[src/rtl/dmem_lsu.sv]
// dmem_lsu: single-outstanding load/store unit between the execute stage and
// the data memory. Sub-word stores are done as read-modify-write. Sub-word
// loads are lane-extracted, then sign- or zero-extended. All outputs are
// registered.
module dmem_lsu #(
  parameter int ADDR_WIDTH   = 32,
  parameter int READ_LATENCY = 1
) (
  input  logic                  clock,
  input  logic                  reset,
  input  logic                  req_valid,
  output logic                  req_ready,
  input  logic                  req_write,
  input  logic [1:0]            req_size,
  input  logic                  req_unsigned,
  input  logic [ADDR_WIDTH-1:0] req_addr,
  input  logic [31:0]           req_wdata,
  output logic                  resp_valid,
  output logic                  resp_error,
  output logic [31:0]           resp_rdata,
  output logic                  mem_enable,
  output logic                  mem_read_enable,
  output logic                  mem_write_enable,
  output logic [ADDR_WIDTH-1:0] mem_address,
  output logic [31:0]           mem_data_in,
  input  logic [31:0]           mem_data_out
);

  localparam int CW = (READ_LATENCY < 2) ? 1 : $clog2(READ_LATENCY + 1);

  typedef enum logic [1:0] {
    S_IDLE,
    S_RD,
    S_WR,
    S_RESP
  } state_t;

  state_t                r_state;
  logic [CW-1:0]         r_cnt;

  // Latched request fields (word-store data goes straight to r_mem_data_in)
  logic                  r_write;
  logic                  r_unsigned;
  logic [1:0]            r_size;
  logic [1:0]            r_addr_lo;
  logic [15:0]           r_wdata;

  // Registered outputs
  logic                  r_req_ready;
  logic                  r_resp_valid;
  logic                  r_resp_error;
  logic [31:0]           r_resp_rdata;
  logic                  r_mem_enable;
  logic                  r_mem_read;
  logic                  r_mem_write;
  logic [ADDR_WIDTH-1:0] r_mem_address;
  logic [31:0]           r_mem_data_in;

  logic                  w_req_err;
  logic                  w_word_store;
  logic [7:0]            w_byte;
  logic [15:0]           w_half;
  logic [31:0]           w_load;
  logic [31:0]           w_merge;

  assign req_ready        = r_req_ready;
  assign resp_valid       = r_resp_valid;
  assign resp_error       = r_resp_error;
  assign resp_rdata       = r_resp_rdata;
  assign mem_enable       = r_mem_enable;
  assign mem_read_enable  = r_mem_read;
  assign mem_write_enable = r_mem_write;
  assign mem_address      = r_mem_address;
  assign mem_data_in      = r_mem_data_in;

  assign w_word_store = req_write && (req_size == 2'b10);

  // Size legality and natural alignment of the incoming request
  always_comb begin
    w_req_err = 1'b0;
    case (req_size)
      2'b00:   w_req_err = 1'b0;
      2'b01:   w_req_err = req_addr[0];
      2'b10:   w_req_err = (req_addr[1:0] != 2'b00);
      default: w_req_err = 1'b1;
    endcase
  end

  // Lane extraction with extension for loads, lane merge for sub-word stores
  always_comb begin
    w_byte = 8'h00;
    case (r_addr_lo)
      2'd0:    w_byte = mem_data_out[7:0];
      2'd1:    w_byte = mem_data_out[15:8];
      2'd2:    w_byte = mem_data_out[23:16];
      default: w_byte = mem_data_out[31:24];
    endcase
    w_half = r_addr_lo[1] ? mem_data_out[31:16] : mem_data_out[15:0];

    w_load = mem_data_out;
    case (r_size)
      2'b00:   w_load = {{24{w_byte[7] & ~r_unsigned}}, w_byte};
      2'b01:   w_load = {{16{w_half[15] & ~r_unsigned}}, w_half};
      default: w_load = mem_data_out;
    endcase

    w_merge = mem_data_out;
    if (r_size == 2'b00) begin
      case (r_addr_lo)
        2'd0:    w_merge[7:0]   = r_wdata[7:0];
        2'd1:    w_merge[15:8]  = r_wdata[7:0];
        2'd2:    w_merge[23:16] = r_wdata[7:0];
        default: w_merge[31:24] = r_wdata[7:0];
      endcase
    end else if (r_addr_lo[1]) begin
      w_merge[31:16] = r_wdata;
    end else begin
      w_merge[15:0] = r_wdata;
    end
  end

  // Request/response FSM; strobes are set on entry to RD/WR so they are registered.
  // RD runs READ_LATENCY strobed cycles and then one unstrobed cycle in which
  // the read data is valid and captured.
  always_ff @(posedge clock or posedge reset) begin
    if (reset) begin
      r_state       <= S_IDLE;
      r_cnt         <= '0;
      r_write       <= 1'b0;
      r_unsigned    <= 1'b0;
      r_size        <= '0;
      r_addr_lo     <= '0;
      r_wdata       <= '0;
      r_req_ready   <= 1'b1;
      r_resp_valid  <= 1'b0;
      r_resp_error  <= 1'b0;
      r_resp_rdata  <= '0;
      r_mem_enable  <= 1'b0;
      r_mem_read    <= 1'b0;
      r_mem_write   <= 1'b0;
      r_mem_address <= '0;
      r_mem_data_in <= '0;
    end else begin
      case (r_state)
        S_IDLE: begin
          if (req_valid && r_req_ready) begin
            r_write       <= req_write;
            r_unsigned    <= req_unsigned;
            r_size        <= req_size;
            r_addr_lo     <= req_addr[1:0];
            r_wdata       <= req_wdata[15:0];
            r_req_ready   <= 1'b0;
            r_mem_address <= {req_addr[ADDR_WIDTH-1:2], 2'b00};
            if (w_req_err) begin
              r_resp_valid <= 1'b1;
              r_resp_error <= 1'b1;
              r_resp_rdata <= '0;
              r_state      <= S_RESP;
            end else if (w_word_store) begin
              r_mem_data_in <= req_wdata;
              r_mem_enable  <= 1'b1;
              r_mem_write   <= 1'b1;
              r_state       <= S_WR;
            end else begin
              r_mem_enable <= 1'b1;
              r_mem_read   <= 1'b1;
              r_cnt        <= CW'(READ_LATENCY);
              r_state      <= S_RD;
            end
          end
        end

        S_RD: begin
          if (r_cnt == '0) begin
            if (r_write) begin
              r_mem_data_in <= w_merge;
              r_mem_enable  <= 1'b1;
              r_mem_write   <= 1'b1;
              r_state       <= S_WR;
            end else begin
              r_resp_valid <= 1'b1;
              r_resp_error <= 1'b0;
              r_resp_rdata <= w_load;
              r_state      <= S_RESP;
            end
          end else begin
            if (r_cnt == CW'(1)) begin
              r_mem_enable <= 1'b0;
              r_mem_read   <= 1'b0;
            end
            r_cnt <= r_cnt - CW'(1);
          end
        end

        S_WR: begin
          r_mem_enable <= 1'b0;
          r_mem_write  <= 1'b0;
          r_resp_valid <= 1'b1;
          r_resp_error <= 1'b0;
          r_resp_rdata <= '0;
          r_state      <= S_RESP;
        end

        S_RESP: begin
          r_resp_valid <= 1'b0;
          r_resp_error <= 1'b0;
          r_resp_rdata <= '0;
          r_req_ready  <= 1'b1;
          r_state      <= S_IDLE;
        end

        default: begin
          r_state     <= S_IDLE;
          r_req_ready <= 1'b1;
        end
      endcase
    end
  end

endmodule
[config.mk]
export PLATFORM = sky130hd
export DESIGN_NAME = dmem_lsu
export DESIGN_NICKNAME = d
export VERILOG_FILES = /design/src/rtl/dmem_lsu.sv
export SDC_FILE = /design/constraint.sdc
export NUM_CORES = 1
export LEC_CHECK = 0
export ABC_AREA = 0
export CORE_UTILIZATION = 40
export DETAILED_ROUTE_END_ITERATION = 7
export GPL_ROUTABILITY_DRIVEN = 0
export PLACE_DENSITY = 0.7
export SYNTH_ARGS = -nofsm -noshare
export SYNTH_HDL_FRONTEND = slang
export SYNTH_SLANG_ARGS = --single-unit
[constraint.sdc]
create_clock -name clock -period 5.6 [get_ports clock]
set_input_delay 1.12 -clock clock [delete_from_list [all_inputs] [get_ports clock]]
set_output_delay 1.12 -clock clock [all_outputs]
set_load 0.02 [all_outputs]
# After elaboration in Yosys (flattened, before gate mapping)
# Index checks and enable logic that the tools add are counted.
dict set report word_totals {
  register_bits 125
  latch_bits 0
  ramBits 0
  mem_bits_ro 0
  wordCells 114
  n_memories 0
}
dict set report op_classes {
  addsub 1
  mul 0
  div 0
  magnitude_cmp 0
  eq_ne 18
  shift 0
  mux 55
  n_bitwise 3
  reduce_logical 21
}
# operator n
set op_table {}
lappend op_table {{32-bit two-way mux} 10}
lappend op_table {{32-bit case mux with 2 select lines} 2}
lappend op_table {{32-bit case mux with 3 select lines} 1}
lappend op_table {{16-bit two-way mux} 3}
lappend op_table {{8-bit two-way mux} 4}
lappend op_table {{8-bit case mux with 3 select lines} 1}
lappend op_table {{1-bit two-way mux} 21}
lappend op_table {{2-bit != test, second input constant} 9}
lappend op_table {{1-bit case mux with 3 select lines} 4}
lappend op_table {{4-bit AND reduction} 3}
lappend op_table {{6-bit AND reduction} 2}
lappend op_table {{2-bit by 1-bit equality test with 1-bit output, second input constant} 4}
lappend op_table {{2-bit equality test, second input constant} 4}
lappend op_table {{2-bit logical NOT} 4}
lappend op_table {{2-bit two-way mux} 4}
lappend op_table {{2-bit case mux with 4 select lines} 1}
lappend op_table {{1-bit case mux with 2 select lines} 3}
lappend op_table {{2-bit AND reduction} 3}
lappend op_table {{2-bit nonzero test} 3}
lappend op_table {{5-bit AND reduction} 1}
lappend op_table {{1-bit case mux with 4 select lines} 1}
lappend op_table {{3-bit != test, second input constant} 1}
lappend op_table {{3-bit nonzero test} 1}
lappend op_table {{3-bit OR reduction} 1}
lappend op_table {{other kinds (5)} 7}

# Longest topological paths before layout
dict set report depth {
  depth_word 7
  mapped_depth 8
  ltp_nobuf 6
}

# Worst setup path after synthesis
# Ideal clock, no wire load.
dict set report synth_timing {
  path_type {input to register}
  from {input port req_addr[0]}
  to {register r_mem_data_in[21] (netlist: mem_data_in[21])}
  t_arrival_ns 2.207
  required_time_ns 5.472
  slack_ns 3.265
  stages 5
  path_cell_list {o41ai_2 -> nand4bb_1 -> buf_2 -> buf_4 -> mux2_1}
}
dict set report synth_between {
  elab_chain_len 4
}
# item line_no
set synth_rtl {}
lappend synth_rtl {{from (decl)} 16} ;# input logic [ADDR_WIDTH-1:0] req_addr,
lappend synth_rtl {{2-bit nonzero test} 84} ;# 2'b10: w_req_err = (req_addr[1:0] != 2'b00);
lappend synth_rtl {{1-bit case mux with 3 select lines (*)} 81} ;# case (req_size)
lappend synth_rtl {{2-bit != test (no source line) (*)} n/a}
lappend synth_rtl {{6-bit AND reduction (no source line) (*)} n/a}
lappend synth_rtl {{to (signal assigned)} 160} ;# r_mem_data_in <= req_wdata;
lappend synth_rtl {{to (signal assigned)} 176} ;# r_mem_data_in <= w_merge;
lappend synth_rtl {{to (decl)} 57} ;# logic [31:0] r_mem_data_in;
# Every way passes the cells marked *; elsewhere a longest branch is shown, timed or not.
# A chain may end at the register's enable or synchronous reset.

# Worst setup path in the final report
dict set report layout_timing {
  from {input port req_size[1]}
  to {register r_mem_data_in[19] (netlist: mem_data_in[19])}
}
dict set report layout_between {
  elab_chain_len 4
}
# item line_no
set layout_rtl {}
lappend layout_rtl {{from (decl)} 14} ;# input logic [1:0] req_size,
lappend layout_rtl {{2-bit equality test (tied with other cells)} {76, 81}}
lappend layout_rtl {{1-bit case mux with 3 select lines or 1-bit logical AND (tied branches)} {81, 76}}
lappend layout_rtl {{2-bit != test (no source line)} n/a}
lappend layout_rtl {{6-bit AND reduction (no source line) (*)} n/a}
# Marks and branches as above.

==> results.md <==
* Outcome: completed
* Setup TNS at 0 ns
* Most common cell in the netlist: nand2_1
* Endpoint class of the critical path: flop
* Full die area at 0.0168 mm^2
* Prevailing post-synth register cell: dfrtp_1
* Starting density of the core at 40.9%
* R2R Path End: mem_data_in[19]$_DFFE_PP0P_
* Final Critical Period at 3.51 ns
* Post-synthesis instance total at 703
* Switching Power at 2400 uW
* VDD IR max at 0.000294 V
* CTS tree: yes
* Synth Area in Compound Gates at 16.5%
* Die height at 129 um
* RSZ-0062 raised after global routing: no
* GRT overflow at 0
* Area leader, netlist: dfrtp_1
* End of the worst hold path: mem_address[5]$_DFFE_PP0P_
* EDFF count, synth at 0
* Leak at 0.00408 uW
* Cell area after synthesis at 0.00650 mm^2
* Util after Layout at 58.0%
* R2R setup slack at 2.55 ns
* XOR/XNOR share of the synthesized area at 0%
* Ant diodes at 0
* Clk Latency, worst-skew pair at 0.42 ns
* I/O pins at 205
* Hold wc startpoint: mem_address[5]$_DFFE_PP0P_
* Final setup violation count at 0
* # DRC at 0
* Power density of the placed cells at 640 mW/mm^2
* DR vias at 5,865
* Clk sink count at 125
* Comb pwr share at 52.0%
* Hold Path Class: flop to flop
* Worst-path clk slew at 0.06 ns
* Vias in the first global route at 5,839
* WP data required at 5.90 ns
* Core footprint at 0.0159 mm^2
* Largest net degree at the start of global routing at 76
* FP Rows at 46
* Post-synth top cells: nand2_1 (220), dfrtp_1 (124), o21ai_0 (45)
* Starting DRC count in detailed routing at 421
* CP max FO at 32
* Die W at 129 um
* TritonRoute pass-1 iters at 5
* WL/cell at 17.8 um
* Post-route ant nets at 0
* Reg2Reg Launch Point: r_state[1]$_DFFE_PP0P_
* Post-synth top area share at 47.7%
* Clk_skew at 0.0120 ns
* Post-CTS Setup Bufs at 0
* Mean Syn Cell Area at 9.25 um^2
* FF+latch count, synth at 125
* Internal power at 3490 uW
* R2R cell count at 6
* Slew @ Worst Pin at 1.20 ns
* Initial antenna violation count at 0
* Post-synthesis simple-gate area fraction at 20.1%
* Top post-synthesis cells by area: dfrtp_1 (48%), nand2_1 (13%), mux2_2 (5.9%), a22o_1 (5.5%), o21ai_0 (3.5%)
* Synth Area in Adders at 0.770%
* Gates resized, CTS repair at 0
* Post-DR vias/cell at 5.31
* Switching Fraction at 40.7%
* Ratio of cells with drive above 1 in the final layout at 10.7%
* Max_cap viols at 0
* Data arrival, critical path at 3.80 ns
* Hold path cells at 2
* Final-stage net count at 983
* Wirelength, routed at 19,700 um
* CTS Hold Bufs at 0
* Sequential Power Share at 28.3%
* F_max at 285 MHz
* Synth-to-layout area growth at 41.6%
* # H-tree levels at 4
* Async S/R FF share, synth at 100%
* Slew margin rel. at 19.7%
* Largest family of logic cells by synthesized area: simple AND/OR/NAND/NOR gates
* GRT Total Usage at 24.6%
* Clock buffer count from CTS at 17
* Kind of critical path: primary input to flop
* Clock Path Buffers at 2
* I/O Buffers at 202
* First-pass GRT wire length at 31,100 um
* Final hold vios at 0
* Clk pwr share at 19.8%
* Multiplexer share of the synthesized area at 9.20%
* Fin crit share at 62.6%
* Final Max Tran Viols at 0
* Startpoint Class: primary input
* Synth cell types at 57
* Register area share after synthesis at 48.1%
* DP HPWL at 13,700 um
* Clk root buf: clkbuf_16
* Ys Warns at 0
[state kept, by name, indices dropped and copies added, names as in the netlist, 2 cells and up]
name,flops
mem_data_in,32
r_size,2
r_state,2
r_addr_lo,2
r_wdata,16
resp_rdata,32
mem_address,30
[metal layers]
metal / GRT usage, % / vias to the layer above / share of wire (%)
li1: - / 2769 / -
met1: 31.8 / 2801 / 43
met2: 38.4 / 269 / 46
met3: 8.26 / 26 / 9.4
met4: 8.89 / 0 / 1.9
met5: 0 / - / 0
[critical path, cell delays in order]
cell and delay, ns:
clkdlybuf4s50_1 0.56, nand2_1 0.11, o41ai_2 0.39, nand4bb_2 0.93
mux2_1 0.67
[final cells by class]
cell class | instances | area, um^2
clock inverter | 14 | 195
sequential | 125 | 3130
timing repair buffer | 209 | 2070
clock buffer | 18 | 429
fill | 1417 | 6680
multi-input combinational | 506 | 3040
tap | 216 | 270
inverter | 17 | 66.3
[metrics by stage]
stage	instances	instance area, um^2	power (uW)	hold slack, ns	worst slack (ns)
finish	1105	9210	5890	0.474	2.09
global route	1105	9210	6280	0.502	1.88
CTS	1105	9210	5920	0.471	2.09
detailed placement	1073	8580	4730	0.457	1.62
global placement	1073	8580	4690	0.454	1.67
floorplan	704	6500	3610	0.440	1.15
[cells by family after synthesis]
logic type,Yosys count
and+or+nand+nor,302
DFF,125
adders and majority gates,4
other,1
AOI/OAI and AO/OA,145
buffers and inverters,73
muxes,53
[power by group through the flow]
stage	combinational [uW]	clock [uW]	sequential (uW)
CTS	3080	1180	1660
global placement	3030	0	1660
floorplan	1630	0	1970
finish	3060	1160	1660
global route	3330	1220	1730
detailed placement	3070	0	1670
[worst max path at each step]
stage	start	end	slack (ns)	cells past startpoint
detailed placement	req_size[1]	mem_data_in[19]$_DFFE_PP0P_	1.62	5
global placement	req_size[0]	mem_data_in[19]$_DFFE_PP0P_	1.67	4
CTS	req_size[0]	mem_data_in[19]$_DFFE_PP0P_	2.09	4
finish	req_size[1]	mem_data_in[19]$_DFFE_PP0P_	2.09	5
global route	req_size[0]	mem_data_in[21]$_DFFE_PP0P_	1.88	4
floorplan	reset	mem_address[10]$_DFFE_PP0P_	1.15	1
[placed cells by master (no fill, tap or decap), types with 5 or more instances in the layout]
cell type | synthesis | final
or4b_1 | 5 | 5
mux2i_1 | 10 | 10
clkbuf_16 | 0 | 17
nand3_1 | 21 | 20
buf_4 | 10 | 7
dfrtp_1 | 124 | 124
nand2b_1 | 9 | 9
o21ai_0 | 45 | 45
a221oi_1 | 8 | 8
clkdlybuf4s50_1 | 0 | 202
a211oi_1 | 7 | 7
inv_1 | 16 | 15
a32o_1 | 8 | 8
nor2_1 | 23 | 23
a21oi_1 | 12 | 12
mux2_1 | 5 | 5
a22o_1 | 41 | 41
nand2_1 | 220 | 220
mux2_2 | 34 | 34
(Power assumes the default switching activity.)
